--- src/rtl/alu_pkg.sv ---
// Shared definitions for the registered ALU.
//   - 3-bit op-code encodings, OP_ADD through OP_MUL
//   - FSM state encoding for the iterative multiply
//   - bit positions of the packed {V,N,C,Z} flag vector
package alu_pkg;

  localparam logic [2:0] OP_ADD = 3'b000;
  localparam logic [2:0] OP_SUB = 3'b001;
  localparam logic [2:0] OP_LDA = 3'b010;
  localparam logic [2:0] OP_AND = 3'b011;
  localparam logic [2:0] OP_OR  = 3'b100;
  localparam logic [2:0] OP_XOR = 3'b101;
  localparam logic [2:0] OP_SHL = 3'b110;
  localparam logic [2:0] OP_MUL = 3'b111;

  typedef enum logic {
    ST_IDLE = 1'b0,
    ST_MUL  = 1'b1
  } state_t;

  localparam int FLAG_Z = 0;
  localparam int FLAG_C = 1;
  localparam int FLAG_N = 2;
  localparam int FLAG_V = 3;

endpackage

--- src/rtl/alu_seq_if.sv ---
// Request/result bundle between the control unit and alu_seq.
//   master (control unit): drives start_i, x_i, y_i, op_i;
//                          observes busy_o, done_o, r_o and the flags
//   slave  (alu_seq)     : the reverse
// Signal names keep the ALU-side direction suffixes so they match the
// block's documented pin list.
interface alu_seq_if #(
  parameter int WIDTH = 8
);
  logic             start_i;
  logic [WIDTH-1:0] x_i;
  logic [WIDTH-1:0] y_i;
  logic [2:0]       op_i;
  logic             busy_o;
  logic             done_o;
  logic [WIDTH-1:0] r_o;
  logic             fz_o;
  logic             fc_o;
  logic             fn_o;
  logic             fv_o;

  modport master (
    output start_i, x_i, y_i, op_i,
    input  busy_o, done_o, r_o, fz_o, fc_o, fn_o, fv_o
  );

  modport slave (
    input  start_i, x_i, y_i, op_i,
    output busy_o, done_o, r_o, fz_o, fc_o, fn_o, fv_o
  );
endinterface

--- src/rtl/alu_mul_iter.sv ---
// Shift-add unsigned multiplier datapath, one partial product per step.
// The whole module only exists when ALU_MUL_EN is defined.
//   clk, rst   : clock and synchronous active-high reset (counter only)
//   load       : capture a/b, clear accumulator and counter
//   step       : perform one shift-add iteration
//   a, b       : multiplicand / multiplier (WIDTH bits)
//   prod_next  : accumulator value including the current iteration
//   last       : current iteration is the final one (counter == WIDTH-1)
`ifdef ALU_MUL_EN
module alu_mul_iter #(
  parameter int WIDTH = 8
) (
  input  logic               clk,
  input  logic               rst,
  input  logic               load,
  input  logic               step,
  input  logic [WIDTH-1:0]   a,
  input  logic [WIDTH-1:0]   b,
  output logic [2*WIDTH-1:0] prod_next,
  output logic               last
);
  localparam int CNT_W = $clog2(WIDTH);

  logic [2*WIDTH-1:0] acc;
  logic [2*WIDTH-1:0] mcand;
  logic [WIDTH-1:0]   mplier;
  logic [CNT_W-1:0]   cnt;

  // Presenting the accumulator with this step's partial product folded in
  // lets the parent commit the result on the last iteration edge itself.
  assign prod_next = acc + (mplier[0] ? mcand : '0);
  assign last      = (cnt == CNT_W'(WIDTH - 1));

  always_ff @(posedge clk) begin
    if (rst) begin
      cnt <= '0;
    end else if (load) begin
      cnt <= '0;
    end else if (step) begin
      cnt <= last ? '0 : cnt + 1'b1;
    end
  end

  always_ff @(posedge clk) begin
    if (load) begin
      acc    <= '0;
      mcand  <= {{WIDTH{1'b0}}, a};
      mplier <= b;
    end else if (step) begin
      acc    <= prod_next;
      mcand  <= mcand << 1;
      mplier <= mplier >> 1;
    end
  end
endmodule
`endif

--- src/rtl/alu_seq.sv ---
// Registered ALU with start/done handshake and Z/C/N/V flags.
//   clk_i : clock, all state on rising edge
//   rst_i : synchronous active-high reset
//   bus   : alu_seq_if slave (start_i, x_i, y_i, op_i in;
//           busy_o, done_o, r_o, fz_o, fc_o, fn_o, fv_o out)
// Single-cycle ops complete one edge after start_i. With ALU_MUL_EN
// defined, op 111 runs a WIDTH-cycle shift-add multiply (busy_o high);
// without it op 111 is a reserved no-op that still pulses done_o.
module alu_seq
  import alu_pkg::*;
#(
  parameter int WIDTH = 8
) (
  input  logic     clk_i,
  input  logic     rst_i,
  alu_seq_if.slave bus
);

  logic [WIDTH:0]   sum_p0;
  logic [WIDTH:0]   diff_p0;
  logic [WIDTH-1:0] res_p0;
  logic             c_p0;
  logic             v_p0;
  logic             wr_p0;

  logic [WIDTH-1:0] r_p1;
  logic [3:0]       flags_p1;
  logic             done_p1;

  function automatic logic add_ovf(input logic signed [WIDTH-1:0] a,
                                   input logic signed [WIDTH-1:0] b,
                                   input logic signed [WIDTH-1:0] r);
    return (a[WIDTH-1] == b[WIDTH-1]) && (r[WIDTH-1] != a[WIDTH-1]);
  endfunction

  function automatic logic sub_ovf(input logic signed [WIDTH-1:0] a,
                                   input logic signed [WIDTH-1:0] b,
                                   input logic signed [WIDTH-1:0] r);
    return (a[WIDTH-1] != b[WIDTH-1]) && (r[WIDTH-1] != a[WIDTH-1]);
  endfunction

  function automatic logic [3:0] pack_flags(input logic [WIDTH-1:0] r,
                                            input logic c,
                                            input logic v);
    logic [3:0] f;
    f         = '0;
    f[FLAG_Z] = (r == '0);
    f[FLAG_C] = c;
    f[FLAG_N] = r[WIDTH-1];
    f[FLAG_V] = v;
    return f;
  endfunction

  // Stage p0: combinational single-cycle result from the live request
  always_comb begin
    sum_p0  = {1'b0, bus.x_i} + {1'b0, bus.y_i};
    diff_p0 = {1'b0, bus.x_i} - {1'b0, bus.y_i};
    res_p0  = '0;
    c_p0    = 1'b0;
    v_p0    = 1'b0;
    wr_p0   = 1'b1;
    case (bus.op_i)
      OP_ADD: begin
        res_p0 = sum_p0[WIDTH-1:0];
        c_p0   = sum_p0[WIDTH];
        v_p0   = add_ovf(bus.x_i, bus.y_i, sum_p0[WIDTH-1:0]);
      end
      OP_SUB: begin
        // Top bit of the widened difference is the borrow out.
        res_p0 = diff_p0[WIDTH-1:0];
        c_p0   = diff_p0[WIDTH];
        v_p0   = sub_ovf(bus.x_i, bus.y_i, diff_p0[WIDTH-1:0]);
      end
      OP_LDA: res_p0 = bus.y_i;
      OP_AND: res_p0 = bus.x_i & bus.y_i;
      OP_OR:  res_p0 = bus.x_i | bus.y_i;
      OP_XOR: res_p0 = bus.x_i ^ bus.y_i;
      OP_SHL: begin
        res_p0 = {bus.x_i[WIDTH-2:0], 1'b0};
        c_p0   = bus.x_i[WIDTH-1];
      end
      // Multiply result comes from the iterative path, or op is reserved
      // and leaves r_o/flags untouched.
      OP_MUL: wr_p0 = 1'b0;
    endcase
  end

`ifdef ALU_MUL_EN
  state_t             state;
  logic               busy_p1;
  logic               mul_load;
  logic               mul_step;
  logic               mul_last;
  logic [2*WIDTH-1:0] mul_prod;

  assign mul_load = (state == ST_IDLE) && bus.start_i && (bus.op_i == OP_MUL);
  assign mul_step = (state == ST_MUL);

  alu_mul_iter #(
    .WIDTH(WIDTH)
  ) u_mul (
    .clk       (clk_i),
    .rst       (rst_i),
    .load      (mul_load),
    .step      (mul_step),
    .a         (bus.x_i),
    .b         (bus.y_i),
    .prod_next (mul_prod),
    .last      (mul_last)
  );

  // Stage p1: registered result, flags and handshake
  always_ff @(posedge clk_i) begin
    if (rst_i) begin
      state    <= ST_IDLE;
      busy_p1  <= 1'b0;
      done_p1  <= 1'b0;
      r_p1     <= '0;
      flags_p1 <= '0;
    end else begin
      done_p1 <= 1'b0;
      case (state)
        ST_IDLE: begin
          if (bus.start_i) begin
            if (bus.op_i == OP_MUL) begin
              state   <= ST_MUL;
              busy_p1 <= 1'b1;
            end else begin
              done_p1 <= 1'b1;
              if (wr_p0) begin
                r_p1     <= res_p0;
                flags_p1 <= pack_flags(res_p0, c_p0, v_p0);
              end
            end
          end
        end
        ST_MUL: begin
          // start_i is deliberately not looked at while multiplying.
          if (mul_last) begin
            r_p1     <= mul_prod[WIDTH-1:0];
            flags_p1 <= pack_flags(mul_prod[WIDTH-1:0],
                                   |mul_prod[2*WIDTH-1:WIDTH], 1'b0);
            busy_p1  <= 1'b0;
            done_p1  <= 1'b1;
            state    <= ST_IDLE;
          end
        end
        default: state <= ST_IDLE;
      endcase
    end
  end

  assign bus.busy_o = busy_p1;
`else
  // Stage p1: registered result, flags and handshake
  always_ff @(posedge clk_i) begin
    if (rst_i) begin
      done_p1  <= 1'b0;
      r_p1     <= '0;
      flags_p1 <= '0;
    end else begin
      done_p1 <= bus.start_i;
      if (bus.start_i && wr_p0) begin
        r_p1     <= res_p0;
        flags_p1 <= pack_flags(res_p0, c_p0, v_p0);
      end
    end
  end

  assign bus.busy_o = 1'b0;
`endif

  assign bus.done_o = done_p1;
  assign bus.r_o    = r_p1;
  assign bus.fz_o   = flags_p1[FLAG_Z];
  assign bus.fc_o   = flags_p1[FLAG_C];
  assign bus.fn_o   = flags_p1[FLAG_N];
  assign bus.fv_o   = flags_p1[FLAG_V];

endmodule
--- src/flat_wrapper.sv ---
// flat-port wrapper written by rule: the top's interface ports become plain ports
module alu_seq_flat import alu_pkg::*;
#(
  parameter int WIDTH = 8
)
  (clk_i, rst_i, bus_start_i, bus_x_i, bus_y_i, bus_op_i, bus_busy_o, bus_done_o, bus_r_o, bus_fz_o, bus_fc_o, bus_fn_o, bus_fv_o);
  alu_seq_if #(.WIDTH(WIDTH)) bus_i ();
  input  logic clk_i;
  input  logic rst_i;
  input wire logic [$bits(bus_i.start_i)-1:0] bus_start_i;
  input wire logic [$bits(bus_i.x_i)-1:0] bus_x_i;
  input wire logic [$bits(bus_i.y_i)-1:0] bus_y_i;
  input wire logic [$bits(bus_i.op_i)-1:0] bus_op_i;
  output wire logic [$bits(bus_i.busy_o)-1:0] bus_busy_o;
  output wire logic [$bits(bus_i.done_o)-1:0] bus_done_o;
  output wire logic [$bits(bus_i.r_o)-1:0] bus_r_o;
  output wire logic [$bits(bus_i.fz_o)-1:0] bus_fz_o;
  output wire logic [$bits(bus_i.fc_o)-1:0] bus_fc_o;
  output wire logic [$bits(bus_i.fn_o)-1:0] bus_fn_o;
  output wire logic [$bits(bus_i.fv_o)-1:0] bus_fv_o;
  assign bus_i.start_i = bus_start_i;
  assign bus_i.x_i = bus_x_i;
  assign bus_i.y_i = bus_y_i;
  assign bus_i.op_i = bus_op_i;
  assign bus_busy_o = bus_i.busy_o;
  assign bus_done_o = bus_i.done_o;
  assign bus_r_o = bus_i.r_o;
  assign bus_fz_o = bus_i.fz_o;
  assign bus_fc_o = bus_i.fc_o;
  assign bus_fn_o = bus_i.fn_o;
  assign bus_fv_o = bus_i.fv_o;
  alu_seq #(.WIDTH(WIDTH)) u_core (.clk_i(clk_i), .rst_i(rst_i), .bus(bus_i));
endmodule
--- config.mk ---
export PLATFORM = sky130hd
export DESIGN_NAME = alu_seq_flat
export DESIGN_NICKNAME = d
export VERILOG_FILES = /design/src/rtl/alu_pkg.sv /design/src/rtl/alu_seq_if.sv /design/src/rtl/alu_mul_iter.sv /design/src/rtl/alu_seq.sv /design/src/flat_wrapper.sv
export SDC_FILE = /design/constraint.sdc
export NUM_CORES = 1
export LEC_CHECK = 0
export ABC_AREA = 1
export BUFFER_PORTS_ARGS = -buffer_cell sky130_fd_sc_hd__buf_2
export CAP_MARGIN = 20
export CORE_MARGIN = 2
export CORE_UTILIZATION = 56
export DETAILED_ROUTE_END_ITERATION = 10
export GPL_TIMING_DRIVEN = 0
export PLACE_DENSITY = 0.81
export SLEW_MARGIN = 30
export SYNTH_ARGS = -nofsm -noshare
export SYNTH_HDL_FRONTEND = slang
export SYNTH_SLANG_ARGS = --single-unit
--- constraint.sdc ---
create_clock -name clk_i -period 1.8 [get_ports clk_i]
set_clock_uncertainty 0.05 [all_clocks]
set_input_delay 0.09 -clock clk_i [delete_from_list [all_inputs] [get_ports clk_i]]
set_output_delay 0.09 -clock clk_i [all_outputs]
set_load 0.05 [all_outputs]
==> results of run 1 <==
## kinds of logic (layout without fill, tap and decap cells)
family / Yosys count / in the layout
xor gates and xnor gates: 2 / 2
AOI/OAI and AO/OA: 37 / 37
buffers and inverters: 57 / 95
adders and majority gates: 27 / 27
DFF: 12 / 12
other: 1 / 1
and+or+nand+nor: 168 / 168
## flip-flops by register name (all words and copies together) (netlist names)
| register | cells |
|---|---|
| u_core.flags_p1 | 4 |
| u_core.bus.r_o | 7 |
| u_core.bus.done_o | 1 |
## layer usage
metal	wire, µm	vias up	GRT usage, %	share of wire (%)
met5	0	-	0	0
met4	46	0	5.28	0.99
met3	301	8	0.853	6.5
met2	2160	85	45.8	46
met1	2150	908	36.7	46
li1	-	1060	-	-
## cells in the final DEF, fill, tap and decap left out, types with 4 or more instances in the layout
cell     count
nand2_1     67
nand3_1     42
inv_1       40
buf_2       35
nor2_1      32
ha_1        24
o21ai_0     17
a21oi_1     12
nand4_1     12
dfxtp_1     12
inv_2        6
buf_4        5
nor2_2       4
## critical path, delay by kind of cell
family / cells / cell delay, ns
simple gates: 9 / 0.86
compound gates: 1 / 0.10
fa+ha+maj: 2 / 0.50
buf+inv: 3 / 0.25
## what timing repair did
item / CTS / global route
setup endpoints to repair: 0 / 1
endpoints found under the hold margin: 2 / 0
resized for setup: 0 / 5
hold buffers: 2 / 0
## worst max path at each step
| stage | slack [ns] | end | startpoint | cells after the start |
|---|---|---|---|---|
| floorplan | 0.16 | u_core.flags_p1[0] | bus_x_i[0] | 14 |
| global placement | -0.13 | u_core.flags_p1[0] | bus_y_i[0] | 15 |
| detailed placement | -0.16 | u_core.flags_p1[0] | bus_x_i[0] | 15 |
| CTS | 0.12 | u_core.flags_p1[0] | bus_x_i[0] | 15 |
| global route | 0.03 | u_core.flags_p1[0] | bus_x_i[0] | 15 |
| finish | 0.16 | u_core.flags_p1[0] | bus_x_i[0] | 15 |
## power by group
group          leakage, nW  switching, mW  internal (mW)
Combinational         1.04          0.370          0.176
Clock               0.0210         0.0850          0.123
Sequential          0.0991        0.00782          0.285
## cell type report
| class | count | area, µm² |
|---|---|---|
| buffer | 10 | 67.6 |
| multi-input combinational | 235 | 1340 |
| sequential | 12 | 240 |
| timing repair buffer | 34 | 180 |
| tap | 44 | 55.1 |
| inverter | 47 | 179 |
| fill | 314 | 980 |
| clock buffer | 4 | 36.3 |
==> metrics.md, run 1 <==
| Metric | Value |
|---|---|
| Status | complete, no violations |
| CP max stage delay | 0.35 ns |
| Worst Slack Setup Final | 0.159 ns |
| RSZ-0062 raised after global routing | false |
| Ant diodes | 0 |
| Die area | 3710 µm² |
| Cell area after synthesis | 1810 µm² |
| Adder-Cell Fraction of Synth Area | between 10% and 20% |
| Placeable Area | approximately 3100 µm² |
| Worst hold path depth | 5 |
| Most common cell type on the critical path | nand2_1 |
| Syn avg cell area | 5.97 µm² |
| Post CTS Setup Buffer Count | 0 |
| Die X | 60.9 µm |
| VDD IR-drop max | 0.000217 V |
| Worst Hold Launch | bus_x_i[1] |
| Register area share after synthesis | 13.2% |
| Max H-tree Level | 1 |
| Register-to-register setup slack | roughly 1.1 ns |
| Worst R2R End | u_core.flags_p1[2] |
| Detail-routed via count per cell | about 5.3 |
| Clk Latency, worst-skew pair | 0.27 ns |
| Synth Instances | between 300 and 400 |
| Detail Placement HPWL | 3720 µm |
| #FFs+latches synth | 12 |
| NumNets Final | 392 |
| Critical Path Start Type | input pin |
| Worst endpoint required time | between 1.5 and 2 ns |
| Drt pass-1 iters | 5 |
| Worst r2r path cells | 4 |
| Largest net degree at the start of global routing | 11 |
| Worst-case hold slack | about 0.24 ns |
| Clock transition at path regs | ~0.070 ns |
| Slew HR | ~65% |
| Crit path arrival time | 1.81 ns |
| Top FF cell, synth | dfxtp_1 |
| Synth warnings | 0 |
| Worst hold path type | input pin to register |
| Final setup TNS | 0 ns |
| Routed len/inst | approximately 12 µm |
| Synth Area in Compound Gates | 11.4% |
| Layout cells sized above 1 | around a fifth |
| IO Port Bufs | 32 |
| Multiplexer area fraction after synthesis | 0% |
| CTS tree | done |
| P per Cell Area | 499 nW/µm² |
| Max-cap violations | 0 |
| Max Fclk | between 0.6 and 0.7 GHz |
| GRT Overall Usage | 26.4% |
| Final instance area | 2100 µm² |
| Routability cong. | 0.909 |
| LEAKAGE | 1.16 nW |
| Via count | approximately 2000 |
| Global-route wire length before repair | around 7600 µm |
| Crit Path Class | input pin to register |
| Simple-gate area share of the yosys netlist | 41.1% |
| Tightest Pin Transition | 0.520 ns |
| P&R area growth vs syn | 15.7% |
| Initial antenna violation count | 0 |
| Layout Utilization | 68.2% |
| Fraction of synthesized cell area in xor and xnor cells | 0.966% |
| CTS buffer count | 3 |
| Yosys cell types | 32 |
| Max Fanout on Critical Path | 3 |
| Max Buffers Root-to-Sink | 2 |
| EDFF count, synth | 0 |
| CTS sink count | 12 |
| Vias in the first global route | between 1500 and 2000 |
| Syn_nets | around 350 |
| Endpoints failing setup | 0 |
| Pins Over Slew Limit | 0 |
| Residual overflow from global routing | 0 |
| Initial cell density of the core | 58.9% |
| Final min period | 1.64 ns |
| Final worst-path cycle share | 91.2% |
| DRC | 0 |
| Number of top-level pins | 36 |
| Top cells by area, synth | ha_1 (17%), nand2_1 (14%), dfxtp_1 (13%) |
| CP Cell Sequence | buf_2 -> inv_1 -> ha_1 -> inv_1 -> fa_2 -> or2_0 -> nand3_1 -> nand2_1 -> nor2_2 -> nand2_1 -> nor2_1 -> nand2_1 -> nor2_1 -> nand2_1 -> a21oi_2 |
| Hold Path End | u_core.bus.r_o[2] |
| Most frequent cell after synthesis | nand2_1 |
| Crit end category | register |
| Final ANT Viol Nets | 0 |
| Initial DRC count | about 170 |
| Main combinational cell family by area after synthesis | simple AND/OR/NAND/NOR gates |
| Pre-CTS setup slack | -0.155 ns |
| Inst Count DP | between 300 and 400 |
| Total power | 1.05 mW |
| Final std cells w/o fill | 386 |
| Root Driver | clkbuf_4 |
| Wirelength, routed | 4660 µm |
| Final Hold Viols | 0 |
| Commonest cells in the netlist | nand2_1 (69), nand3_1 (42), inv_1 (40) |
| Reg2reg start | u_core.flags_p1[2] |
| Rows | 20 |
| DP Area | 2030 µm² |
| Share of synthesized registers carrying an async set or reset | 0% |
| Area leader, netlist | ha_1 |
| Die Y | 60.9 µm |
| Synth top area share | 17.2% |
| Critical path's slowest cell | fa_2 |
No activity file was read; power rests on OpenSTA's default activity.
==> run 2, diff against run 1 <==
ABC_AREA = not set   (was 1)
ABC_CLOCK_PERIOD_IN_PS = 1800   (was not set)
==> metrics.md, run 2 <==
| Metric | Value |
|---|---|
| Synth Instances | 242 (was 304) |
| P per Cell Area | 511 nW/µm² (was 499 nW/µm²) |
| Largest net degree at the start of global routing | 11 (unchanged) |
| Layout cells sized above 1 | 32.1% (was 18.7%) |
| Yosys cell types | 61 (was 32) |
| Register area share after synthesis | 13.3% (was 13.2%) |
| CP Depth | 11 (was 15) |
| Multi-input logic area | 1550 µm² (was 1340 µm²) |
| Max-cap violations | 0 (unchanged) |
| Commonest cells in the netlist | nor2_1 (31), ha_1 (25), inv_1 (24) (was nand2_1 (69), nand3_1 (42), inv_1 (40)) |
| Clock transition at path regs | 0.07 ns (about the same) |
| Global routing usage on met1 | 37.4% (was 36.7%) |
| Register-to-register setup slack | 1.04 ns (was 1.08 ns) |
| M3 GR Usage | 2.77% (was 0.853%) |
| Most frequent cell after synthesis | nor2_1 (was nand2_1) |
| Detail-routed via count per cell | 6.09 (was 5.34) |
| Final worst-path cycle share | 117% (was 91.2%) |
| Worst r2r path cells | 2 (was 4) |
| Final setup TNS | -0.964 ns (was 0 ns) |
| Crit Path Class | input pin to register (unchanged) |
| Max Fclk | 0.477 GHz (was 0.609 GHz) |
| Failing checks | negative setup slack |
| Buffers & Inverters on Critical Path | 3 (unchanged) |
| Syn avg cell area | 7.47 µm² (was 5.97 µm²) |
| DRC | 0 (unchanged) |
| Top FF cell, synth | dfxtp_1 (unchanged) |
| LEAKAGE | 1.11 nW (was 1.16 nW) |
| EDFF count, synth | 0 (unchanged) |
| Initial cell density of the core | 59.2% (was 58.9%) |
| GRT Overall Usage | 29.4% (was 26.4%) |
| Via count | 2035 (was 2061) |
| Routability cong. | 0.893 (was 0.909) |
| Root Driver | clkbuf_4 (unchanged) |
| Residual overflow from global routing | 0 (unchanged) |
| Worst endpoint required time | 1.94 ns (was 1.96 ns) |
| Rows | 20 (unchanged) |
| Final min period | 2.10 ns (was 1.64 ns) |
| Syn_nets | 291 (was 353) |
| Max reg flops | 7 (unchanged) |
| Clk Latency, worst-skew pair | 0.27 ns (about the same) |
| Fill count | 242 (was 314) |
| Die area | 3700 µm² (was 3710 µm²) |
| Hold Buf Count CTS | 0 (was 2) |
| NumNets Final | 340 (was 392) |
| Total power | 1.18 mW (was 1.05 mW) |
| Initial DRC count | 147 (was 168) |
| Commonest non-fill, non-tap cell in the layout | buf_2 (was nand2_1) |
| CP delay by family, top | compound AO/OA/AOI/OAI gates (was simple AND/OR/NAND/NOR gates) |
| IO Port Bufs | 33 (was 32) |
| Tightest Pin Transition | 0.650 ns (was 0.520 ns) |
| Worst hold path depth | 2 (was 5) |
| Cell area after synthesis | 1810 µm² (about the same) |
| Routed len/inst | 16.1 µm (was 12.1 µm) |
| CTS buffer count | 3 (unchanged) |
| Die Y | 60.8 µm (was 60.9 µm) |
| Max Fanout on Critical Path | 3 (unchanged) |
| P&R area growth vs syn | 28.2% (was 15.7%) |
| Status | finished with violations (was complete, no violations) |
| CP Cell Sequence | buf_2 -> inv_2 -> ha_4 -> inv_1 -> fa_2 -> mux2_1 -> a21oi_2 -> o221ai_2 -> nor3_2 -> nand4_1 -> o31ai_2 (was buf_2 -> inv_1 -> ha_1 -> inv_1 -> fa_2 -> or2_0 -> nand3_1 -> nand2_1 -> nor2_2 -> nand2_1 -> nor2_1 -> nand2_1 -> nor2_1 -> nand2_1 -> a21oi_2) |
| Final ANT Viol Nets | 0 (unchanged) |
| Crit end category | register (unchanged) |
| Top cells by area, synth | ha_1 (17%), dfxtp_1 (13%), nor2_1 (6.4%) (was ha_1 (17%), nand2_1 (14%), dfxtp_1 (13%)) |
| Worst Slack Setup Final | -0.298 ns (was 0.159 ns) |
| Slew HR | 56.3% (was 65.2%) |
| Most frequent cells in the layout | buf_2 (38), nor2_1 (29), ha_1 (23), inv_1 (21), a21oi_1 (16) (was nand2_1 (67), nand3_1 (42), inv_1 (40), buf_2 (35), nor2_1 (32)) |
| Seq. cell area | 240 µm² (unchanged) |
| Endpoints failing setup | 5 (was 0) |
| #FFs+latches synth | 12 (unchanged) |
| Top Usage Layer GRT | met2 (unchanged) |
| Detail Placement HPWL | 3770 µm (was 3720 µm) |
| Max Buffers Root-to-Sink | 2 (unchanged) |
| Crit path arrival time | 2.24 ns (was 1.81 ns) |
| Max H-tree Level | 1 (unchanged) |
| Initial antenna violation count | 0 (unchanged) |
| RSZ-0062 raised after global routing | true (was false) |
| GR Util met2 | 49.3% (was 45.8%) |
| Critical Path Start Type | input pin (unchanged) |
| Number of top-level pins | 36 (unchanged) |
| Ant diodes | 0 (unchanged) |
| Vias in the first global route | 1889 (was 1762) |
| Area leader, netlist | ha_1 (unchanged) |
| Synth top area share | 17.3% (was 17.2%) |
| Pins Over Slew Limit | 0 (unchanged) |
| Placeable Area | 3050 µm² (was 3080 µm²) |
| CP max stage delay | 0.43 ns (was 0.35 ns) |
| Drt pass-1 iters | 5 (unchanged) |
| VDD IR-drop max | 0.000186 V (was 0.000217 V) |
| CTS sink count | 12 (unchanged) |
| Global-route wire length before repair | 8360 µm (was 7600 µm) |
| Wirelength, routed | 5390 µm (was 4660 µm) |
| Final Hold Viols | 0 (unchanged) |
| Synth warnings | 0 (unchanged) |
| Critical path's slowest cell | fa_2 (unchanged) |
| Die X | 60.8 µm (was 60.9 µm) |
| Worst hold path type | input pin to register (unchanged) |
| Share of synthesized registers carrying an async set or reset | 0% (unchanged) |
| CTS tree | done (unchanged) |
[run 2: timing repair]
action / 4_1_cts / 5_1_grt
pin swaps: 14 / 14
gates resized for setup: 18 / 16
setup buffers: 7 / 5
endpoints found under the setup margin: 5 / 8
[run 2: per-stage QoR]
stage,setup WS [ns],cell area [µm²],util [%],cells,hold slack (ns)
floorplan,-0.321,1830,-,242,0.142
global placement,-0.658,2050,67.1,319,0.294
detailed placement,-0.711,2050,67.1,319,0.297
CTS,-0.368,2200,72.1,330,0.0136
global route,-0.382,2320,75.9,334,0.0173
finish,-0.298,2320,75.9,334,0.0221
[run 2: cell type report]
class,count,share of cell area [%]
timing repair buffer,44,11.2
multi-input combinational,192,66.9
sequential,12,10.4
tap,44,2.38
clock buffer,4,1.57
buffer,14,3.46
inverter,24,4.05
[run 2: kinds of logic (layout without fill, tap and decap cells)]
logic type / Yosys count / count (layout) / synth area share, %
adder cells (fa/ha/maj): 27 / 27 / 19.5
multiplexers: 10 / 10 / 5.68
flip-flops: 12 / 12 / 13.3
other: 1 / 1 / 0.208
AO/OA/AOI/OAI: 74 / 74 / 29.5
buffers and inverters: 38 / 86 / 9.42
AND/OR/NAND/NOR: 77 / 77 / 20.9
XOR/XNOR: 3 / 3 / 1.45
[run 2: worst paths after layout]
kind	endpoint	start
worst max-delay path	u_core.flags_p1[0]	bus_x_i[0]
worst max register to register	u_core.bus.r_o[6]	u_core.bus.r_o[6]
worst min-delay path	u_core.flags_p1[1]	rst_i
worst min register to register	u_core.flags_p1[3]	u_core.flags_p1[3]
[run 2: where the power goes]
group	total, mW	switching, mW	internal (mW)	leakage (nW)
clock	0.211	0.0882	0.123	0.0210
sequential	0.292	0.00815	0.284	0.0988
combinational	0.681	0.412	0.269	0.989
total	1.18	0.509	0.675	1.11
[run 2: metal layers]
metal  vias up  share of wire [%]
li1        950                  -
met1       906                 40
met2       148                 46
met3        31                9.1
met4         0                4.2
met5         -                  0
